[config.mk]
export PLATFORM = sky130hd
export DESIGN_NAME = uart_rx_frame_check
export DESIGN_NICKNAME = d
export VERILOG_FILES = /design/src/rtl/uart_rx_frame_check.sv
export SDC_FILE = /design/constraint.sdc
export NUM_CORES = 1
export LEC_CHECK = 0
export CAP_MARGIN = 20
export CORE_MARGIN = 3
export CORE_UTILIZATION = 53
export CTS_CLUSTER_DIAMETER = 200
export CTS_CLUSTER_SIZE = 24
export DETAILED_ROUTE_END_ITERATION = 12
export PLACE_DENSITY = 0.79
export SYNTH_ARGS = -nofsm -noshare
export SYNTH_HDL_FRONTEND = slang
export SYNTH_SLANG_ARGS = --single-unit
[constraint.sdc]
create_clock -name CLK -period 2.5 [get_ports CLK]
set_input_delay 0.375 -clock CLK [delete_from_list [all_inputs] [get_ports CLK]]
set_output_delay 0.375 -clock CLK [all_outputs]
set_load 0.05 [all_outputs]
[src/rtl/uart_rx_frame_check.sv]
// uart_rx_frame_check: UART RX frame assembler with parity/stop checking
// and saturating error counters.
module uart_rx_frame_check #(
   parameter int DATA_WIDTH = 8,
   parameter int CNT_WIDTH  = 8
) (
   input  logic                  CLK,
   input  logic                  RST,
   input  logic                  frame_start,
   input  logic                  bit_vld,
   input  logic                  sampled_bit,
   input  logic                  PAR_EN,
   input  logic [1:0]            PAR_TYP,
   input  logic                  STP_2,
   input  logic                  cnt_clr,
   output logic [DATA_WIDTH-1:0] P_DATA,
   output logic                  frame_done,
   output logic                  par_err,
   output logic                  stp_err,
   output logic                  busy,
   output logic [CNT_WIDTH-1:0]  par_err_cnt,
   output logic [CNT_WIDTH-1:0]  stp_err_cnt
);
   localparam int IW = $clog2(DATA_WIDTH);
   localparam logic [CNT_WIDTH-1:0] CNT_MAX = '1;

   typedef enum logic [2:0] {IDLE, DATA, PARITY, STOP1, STOP2} state_t;
   state_t state, state_nx;

   logic [IW-1:0]         idx;
   logic [DATA_WIDTH-1:0] shreg;
   logic [1:0]            ptyp_q;
   logic par_run, pen_q, stp2_q, perr_int, serr_int;
   logic acc, last_data, par_exp, done, perr_new, serr_new;

   // A strobe coinciding with frame_start belongs to the aborted frame and is dropped.
   assign acc       = bit_vld & ~frame_start;
   assign last_data = idx == IW'(DATA_WIDTH - 1);
   assign par_exp   = ptyp_q[1] ? ~ptyp_q[0] : par_run ^ ptyp_q[0];
   assign done      = acc & ((state == STOP1 && !stp2_q) || state == STOP2);
   assign perr_new  = pen_q & perr_int;
   assign serr_new  = ~sampled_bit | (state == STOP2 && serr_int);
   assign busy      = state != IDLE;

   always_ff @(posedge CLK or negedge RST)
      if (!RST) state <= IDLE;
      else      state <= state_nx;

   always_comb begin
      state_nx = state;
      if (frame_start) state_nx = DATA;
      else if (bit_vld)
         case (state)
            DATA:    state_nx = last_data ? (pen_q ? PARITY : STOP1) : DATA;
            PARITY:  state_nx = STOP1;
            STOP1:   state_nx = stp2_q ? STOP2 : IDLE;
            STOP2:   state_nx = IDLE;
            default: state_nx = state;
         endcase
   end

   always_ff @(posedge CLK or negedge RST)
      if (!RST) begin
         idx        <= '0;
         shreg      <= '0;
         ptyp_q     <= '0;
         par_run    <= 1'b0;
         pen_q      <= 1'b0;
         stp2_q     <= 1'b0;
         perr_int   <= 1'b0;
         serr_int   <= 1'b0;
         P_DATA     <= '0;
         frame_done <= 1'b0;
         par_err    <= 1'b0;
         stp_err    <= 1'b0;
      end else begin
         frame_done <= done;
         if (frame_start) begin
            idx      <= '0;
            shreg    <= '0;
            par_run  <= 1'b0;
            perr_int <= 1'b0;
            serr_int <= 1'b0;
            pen_q    <= PAR_EN;
            ptyp_q   <= PAR_TYP;
            stp2_q   <= STP_2;
         end else if (acc) begin
            if (state == DATA) begin
               shreg[idx] <= sampled_bit;
               par_run    <= par_run ^ sampled_bit;
               idx        <= idx + 1'b1;
            end
            if (state == PARITY) perr_int <= sampled_bit != par_exp;
            if (state == STOP1)  serr_int <= ~sampled_bit;
         end
         if (done) begin
            P_DATA  <= shreg;
            par_err <= perr_new;
            stp_err <= serr_new;
         end
      end

   always_ff @(posedge CLK or negedge RST)
      if (!RST) begin
         par_err_cnt <= '0;
         stp_err_cnt <= '0;
      end else if (cnt_clr) begin
         par_err_cnt <= '0;
         stp_err_cnt <= '0;
      end else if (done) begin
         if (perr_new && par_err_cnt != CNT_MAX) par_err_cnt <= par_err_cnt + 1'b1;
         if (serr_new && stp_err_cnt != CNT_MAX) stp_err_cnt <= stp_err_cnt + 1'b1;
      end
endmodule

==> results of run 1 <==
## state kept, by name, indices dropped and copies added, names as in the netlist, 2 cells and up
name	cells
P_DATA	8
state	3
shreg	8
par_err_cnt	8
ptyp_q	2
stp_err_cnt	8
idx	3
## tightest hold or removal path, stage by stage, from the launching register on
cell and delay, ns:
dfrtp_1 0.36, nand2_1 0.05, o21ai_0 0.06
## logic make-up after synthesis
family	after synthesis	share of synthesized area, %
AO/OA/AOI/OAI	42	10.70
XOR/XNOR	4	1.448
multiplexers	24	10.70
AND/OR/NAND/NOR	79	20.37
flip-flops	48	49.64
buffers and inverters	25	5.067
adder cells (fa/ha/maj)	4	2.068
## final cells by class
type                    count  area [um2]
clock inverters             1       30.03
well taps                  50       62.56
flip-flops and latches     48        1201
inverters                   8       30.03
multi-input cells         153        1096
clock buffers               7       96.34
repair buffers             45       427.9
fillers                   328        1257
## Yosys cell counts (2+ instances only)
library cell,count
ha_1,4
a21oi_1,18
mux2_2,14
nand3_1,5
buf_6,2
xnor2_1,4
or4_1,7
nand2_1,12
inv_1,7
nand4bb_1,2
clkbuf_1,8
nor4_4,2
nand4_1,5
buf_1,2
nor2b_1,2
buf_4,3
o21ai_0,9
or3_1,8
nand4b_1,2
mux2i_1,9
nor4b_1,3
buf_2,2
o31ai_1,7
dfrtp_1,48
nor2_1,21
## stage by stage
stage | setup WS [ns] | hold slack (ns) | total power [mW] | area [um2]
2_1_floorplan | 0.4759 | 0.07941 | 0.8736 | 2420
3_3_place_gp | 0.2768 | 0.3049 | 0.9187 | 2800
3_5_place_dp | 0.1783 | 0.3122 | 0.9210 | 2800
4_1_cts | 0.2151 | 0.4961 | 1.522 | 2937
5_1_grt | 0.1413 | 0.5218 | 1.569 | 2944
6_report | 0.2336 | 0.4980 | 1.508 | 2944
## worst paths after layout
path                       startpoint             end  cells past startpoint
min                           par_err         par_err                      2
min in group asynchronous         RST        shreg[3]                      2
max reg2reg                  state[0]       P_DATA[7]                      4
max in group asynchronous         RST  stp_err_cnt[3]                      3
max                          state[1]            busy                      2
min reg2reg                   par_err         par_err                      2
## per-layer routing
layer	GRT usage, %	vias to the layer above	wire (um)
met5	0	-	0
met4	7.445	0	78
met3	5.198	10	262
met1	27.80	868	2199
met2	27.56	51	2223
li1	-	889	-
## power breakdown
group	internal [mW]	switching (mW)	total, mW
Clock	0.353	0.249	0.601
Combinational	0.0464	0.0549	0.101
Sequential	0.789	0.0160	0.805
## repair_timing
item,in CTS,in global routing
setup endpoints to repair,0,0
hold endpoints to repair,14,0
hold buffers,1,0
==> results.py, run 1 <==
metrics = {
    "sta": {
        "finalSetupTns_ns": 0,
        "skew_ns": 0.01154,
        "setup_viol": 0,
        "tightest_slew_ns": 0.8971,
        "min_period_over_period_pct": 90.66,
        "grt_setup_unrepaired": "false",
        "max_freq_mhz": 441.2,
        "final_max_slew_viol_count": 0,
        "period_needed_ns": 2.266,
        "hold_viol": 0,
        "maxSlewHeadroom_pct": 39.97,
    },
    "global_route": {
        "grt_max_degree": 38,
        "grt_pass1_vias": 1673,
        "grtUsageTotal_pct": 19.26,
        "antenna_found_initial": 0,
        "overflow": 0,
        "grt_pass1_wl_um": 7969,
    },
    "detailed_routing": {
        "vias": 1818,
        "drt_iter0_drc": 145,
        "ant_nets": 0,
        "routed_wl_um": 4764,
        "wire_per_inst_um": 15.27,
        "vias_per_cell": 5.827,
        "drcViolationCount": 0,
        "dr.pass1.iters": 4,
    },
    "die": {
        "io_pins": 38,
        "core_area_um2": 4202,
        "start_util_pct": 57.59,
        "die-area_um2": 5413,
        "die_h_um": 73.57,
        "rows": 23,
        "die_x_um": 73.57,
    },
    "synthesis": {
        "synth_cell_type_count": 45,
        "synth_edf_count": 0,
        "ys.flop_type": "dfrtp_1",
        "yosys_register_bits": 48,
        "synthArstFlopShare_pct": 100.0,
        "synth_area_per_cell_um2": 10.71,
        "yosys.area.top_type_share_pct": 49.64,
        "synth_area_leaders": "dfrtp_1 (50%), mux2_2 (6.5%), a21oi_1 (3.7%), mux2i_1 (3.7%), nor2_1 (3.3%)",
        "syn_inst": 226,
        "yosysWarnings": 0,
        "synth_nets": 240,
        "synth_seq_area_share_pct": 49.64,
        "synth_area_leader_cell": "dfrtp_1",
        "syn_area_um2": 2420,
    },
    "worst_setup_path": {
        "rrSetupSlack_ns": 0.31,
        "arrival_ns": 1.89,
        "startpoint_type": "flop",
        "crit_slowest_cell": "clkdlybuf4s50_1",
        "worstPathMaxFanout": 11,
        "path_class": "reg2out",
        "cp_top_family": "buffers and inverters",
        "required_ns": 2.12,
        "worst_setup_path_end_kind": "output port",
        "path_cells": "or3_1 > clkdlybuf4s50_1",
        "cpPeakStageDelay_ns": 0.70,
        "path_buf_inv": 1,
    },
    "cts": {
        "clock_latency_ns": 0.31,
        "cts-resized-gates": 0,
        "cts_sinks": 48,
        "path_clk_slew_ns": 0.08,
        "htreeDepth": 2,
        "clock_path_buffers": 2,
        "cts-buffers-inserted": 5,
        "cts_tree": "built",
        "cts_setup_buffers": 0,
        "clockRootBuffer": "clkbuf_8",
    },
    "hold_path": {
        "min_path_type": "reg2reg",
    },
    "power_and_ir_drop": {
        "max-vdd-ir-drop_v": 0.0003935,
        "p_leak_nw": 1.237,
        "power_density_nw_per_um2": 512.2,
    },
    "final_layout": {
        "final_cells": 312,
        "layout_common_cells": "dfrtp_1 (48), clkdlybuf4s50_1 (36), nor2_1 (21)",
        "drive_above_1_share_pct": 13.36,
        "fin_util_pct": 70.07,
        "area_growth_pct": 21.66,
        "antenna_cells": 0,
        "nets": 275,
        "final_common_cell": "dfrtp_1",
    },
    "placed_design": {
        "dp_hpwl_um": 3317,
        "port_buffers": 37,
        "dp_cells": 302,
        "place_congestion": 0.7739,
    },
    "flow_run": {
        "cap_violations": 0,
    },
    "outcome": {
        "outcome": "completed",
    },
}
(Power assumes the default switching activity.)
==> run 2: changes to the inputs <==
--- a/config.mk
+++ b/config.mk
@@ -12,6 +12,7 @@
 export CTS_CLUSTER_SIZE = 24
 export DETAILED_ROUTE_END_ITERATION = 12
 export PLACE_DENSITY = 0.79
+export SKIP_CTS_REPAIR_TIMING = 1
 export SYNTH_ARGS = -nofsm -noshare
 export SYNTH_HDL_FRONTEND = slang
 export SYNTH_SLANG_ARGS = --single-unit
==> run 2 against run 1 <==
Against the previous run: combinational power barely moved; worst setup slack got worse by 0.0055 ns; via count rose by 0.44%; routed wire length rose by 0.73%; total power barely moved; largest power group unchanged; critical path depth did not move; die area did not move; cell area did not move; non-clock buffer count did not move.
==> results.py, run 2 (synthesis gave the netlist of run 1 again) <==
metrics = {
    "final_layout": {
        "nets": 275,
        "final_common_cell": "dfrtp_1",
        "area_growth_pct": 21.66,
        "drive_above_1_share_pct": 13.36,
        "antenna_cells": 0,
        "layout_common_cells": "dfrtp_1 (48), clkdlybuf4s50_1 (36), nor2_1 (21)",
        "n_fill_cell": 328,
        "final_cells": 312,
    },
    "detailed_routing": {
        "dr.pass1.iters": 5,
        "ant_nets": 0,
        "routed_wl_um": 4799,
        "drt_iter0_drc": 161,
        "drcViolationCount": 0,
        "wire_per_inst_um": 15.38,
        "vias": 1826,
        "vias_per_cell": 5.853,
    },
    "die": {
        "die_x_um": 73.57,
        "core_area_um2": 4202,
        "io_pins": 38,
        "die_h_um": 73.57,
        "rows": 23,
        "start_util_pct": 57.59,
        "die-area_um2": 5413,
    },
    "sta": {
        "tightest_slew_ns": 0.9217,
        "setup_viol": 0,
        "max_freq_mhz": 440.1,
        "min_period_over_period_pct": 90.88,
        "maxSlewHeadroom_pct": 38.32,
        "fin_ws_ns": 0.2280,
        "final_max_slew_viol_count": 0,
        "period_needed_ns": 2.272,
        "hold_viol": 0,
        "skew_ns": 0.01121,
        "grt_setup_unrepaired": "false",
        "finalSetupTns_ns": 0,
        "hold_slack_ns": 0.5033,
    },
    "hold_path": {
        "min_path_type": "reg2reg",
        "min_from": "par_err",
    },
    "global_route": {
        "overflow": 0,
        "grt_pass1_wl_um": 7969,
        "grt_max_degree": 38,
        "grt_pass1_vias": 1673,
        "antenna_found_initial": 0,
        "grtUsageTotal_pct": 19.26,
    },
    "power_and_ir_drop": {
        "power_density_nw_per_um2": 512.1,
        "max-vdd-ir-drop_v": 0.0003936,
        "p_leak_nw": 1.237,
    },
    "worst_setup_path": {
        "required_ns": 2.12,
        "arrival_ns": 1.90,
        "startpoint_type": "flop",
        "r2r-start": "state[0]",
        "worst_setup_path_end_kind": "output port",
        "worstPathMaxFanout": 11,
        "path_class": "reg2out",
        "crit_path_start": "state[1]",
    },
    "outcome": {
        "outcome": "completed",
    },
    "cts": {
        "htreeDepth": 2,
        "clock_latency_ns": 0.31,
        "clock_path_buffers": 2,
        "cts-buffers-inserted": 5,
        "clockRootBuffer": "clkbuf_8",
        "cts_sinks": 48,
        "cts_tree": "built",
        "path_clk_slew_ns": 0.08,
    },
    "placed_design": {
        "dp_cells": 302,
        "dp_slack_ns": 0.1783,
        "dp_hpwl_um": 3317,
        "port_buffers": 37,
        "place_congestion": 0.7739,
    },
    "flow_run": {
        "cap_violations": 0,
    },
}
==> run 2: per-stage QoR <==
stage               util (%)  cell area (um2)  power, mW
floorplan                  -             2420     0.8736
global placement       66.65             2800     0.9187
detailed placement     66.65             2800     0.9210
CTS                    69.65             2927      1.521
global route           70.07             2944      1.569
finish                 70.07             2944      1.508
==> run 2: path summary, 6_finish.rpt <==
| kind | cells after the start | end | slack (ns) |
|---|---|---|---|
| setup / recovery | 2 | busy | 0.23 |
| hold / removal | 2 | par_err | 0.50 |
| setup reg to reg | 4 | P_DATA[7] | 0.29 |
| hold reg to reg | 2 | par_err | 0.50 |
| max in group asynchronous | 3 | stp_err_cnt[3] | 1.41 |
| min in group asynchronous | 2 | shreg[3] | 0.51 |
==> run 2: metal layers <==
layer	part of all wire, %	GRT usage [%]	vias up	routed length (um)
li1	-	-	887	-
met5	0	0	-	0
met3	4.8	5.198	10	232
met4	1.6	7.445	0	78
met2	46	27.56	45	2214
met1	47	27.80	884	2274
==> run 2: power breakdown <==
part / internal [mW] / switching (mW) / total [mW]
clock: 0.353 / 0.248 / 0.601
combinational: 0.0464 / 0.0550 / 0.101
sequential: 0.789 / 0.0161 / 0.805
total: 1.19 / 0.319 / 1.51
==> run 2: critical path: stages (launching register included) <==
cell	delay (ns)
dfrtp_1	0.49
or3_1	0.40
clkdlybuf4s50_1	0.70
==> run 2: cell type report <==
type	instances	area [um2]	share of cell area (%)
clock buffer	7	96.34	3.272
clock inverter	1	30.03	1.020
inverter	8	30.03	1.020
multi-input combinational	153	1096	37.23
sequential	48	1201	40.80
tap	50	62.56	2.125
timing repair buffer	45	427.9	14.53
==> run 3: changes to the inputs <==
--- a/config.mk
+++ b/config.mk
@@ -13,6 +13,7 @@
 export DETAILED_ROUTE_END_ITERATION = 12
 export PLACE_DENSITY = 0.79
 export SKIP_CTS_REPAIR_TIMING = 1
+export SKIP_LAST_GASP = 1
 export SYNTH_ARGS = -nofsm -noshare
 export SYNTH_HDL_FRONTEND = slang
 export SYNTH_SLANG_ARGS = --single-unit
==> results of run 3 <==
Final layout, timing and power as in run 2 (identical DEF).
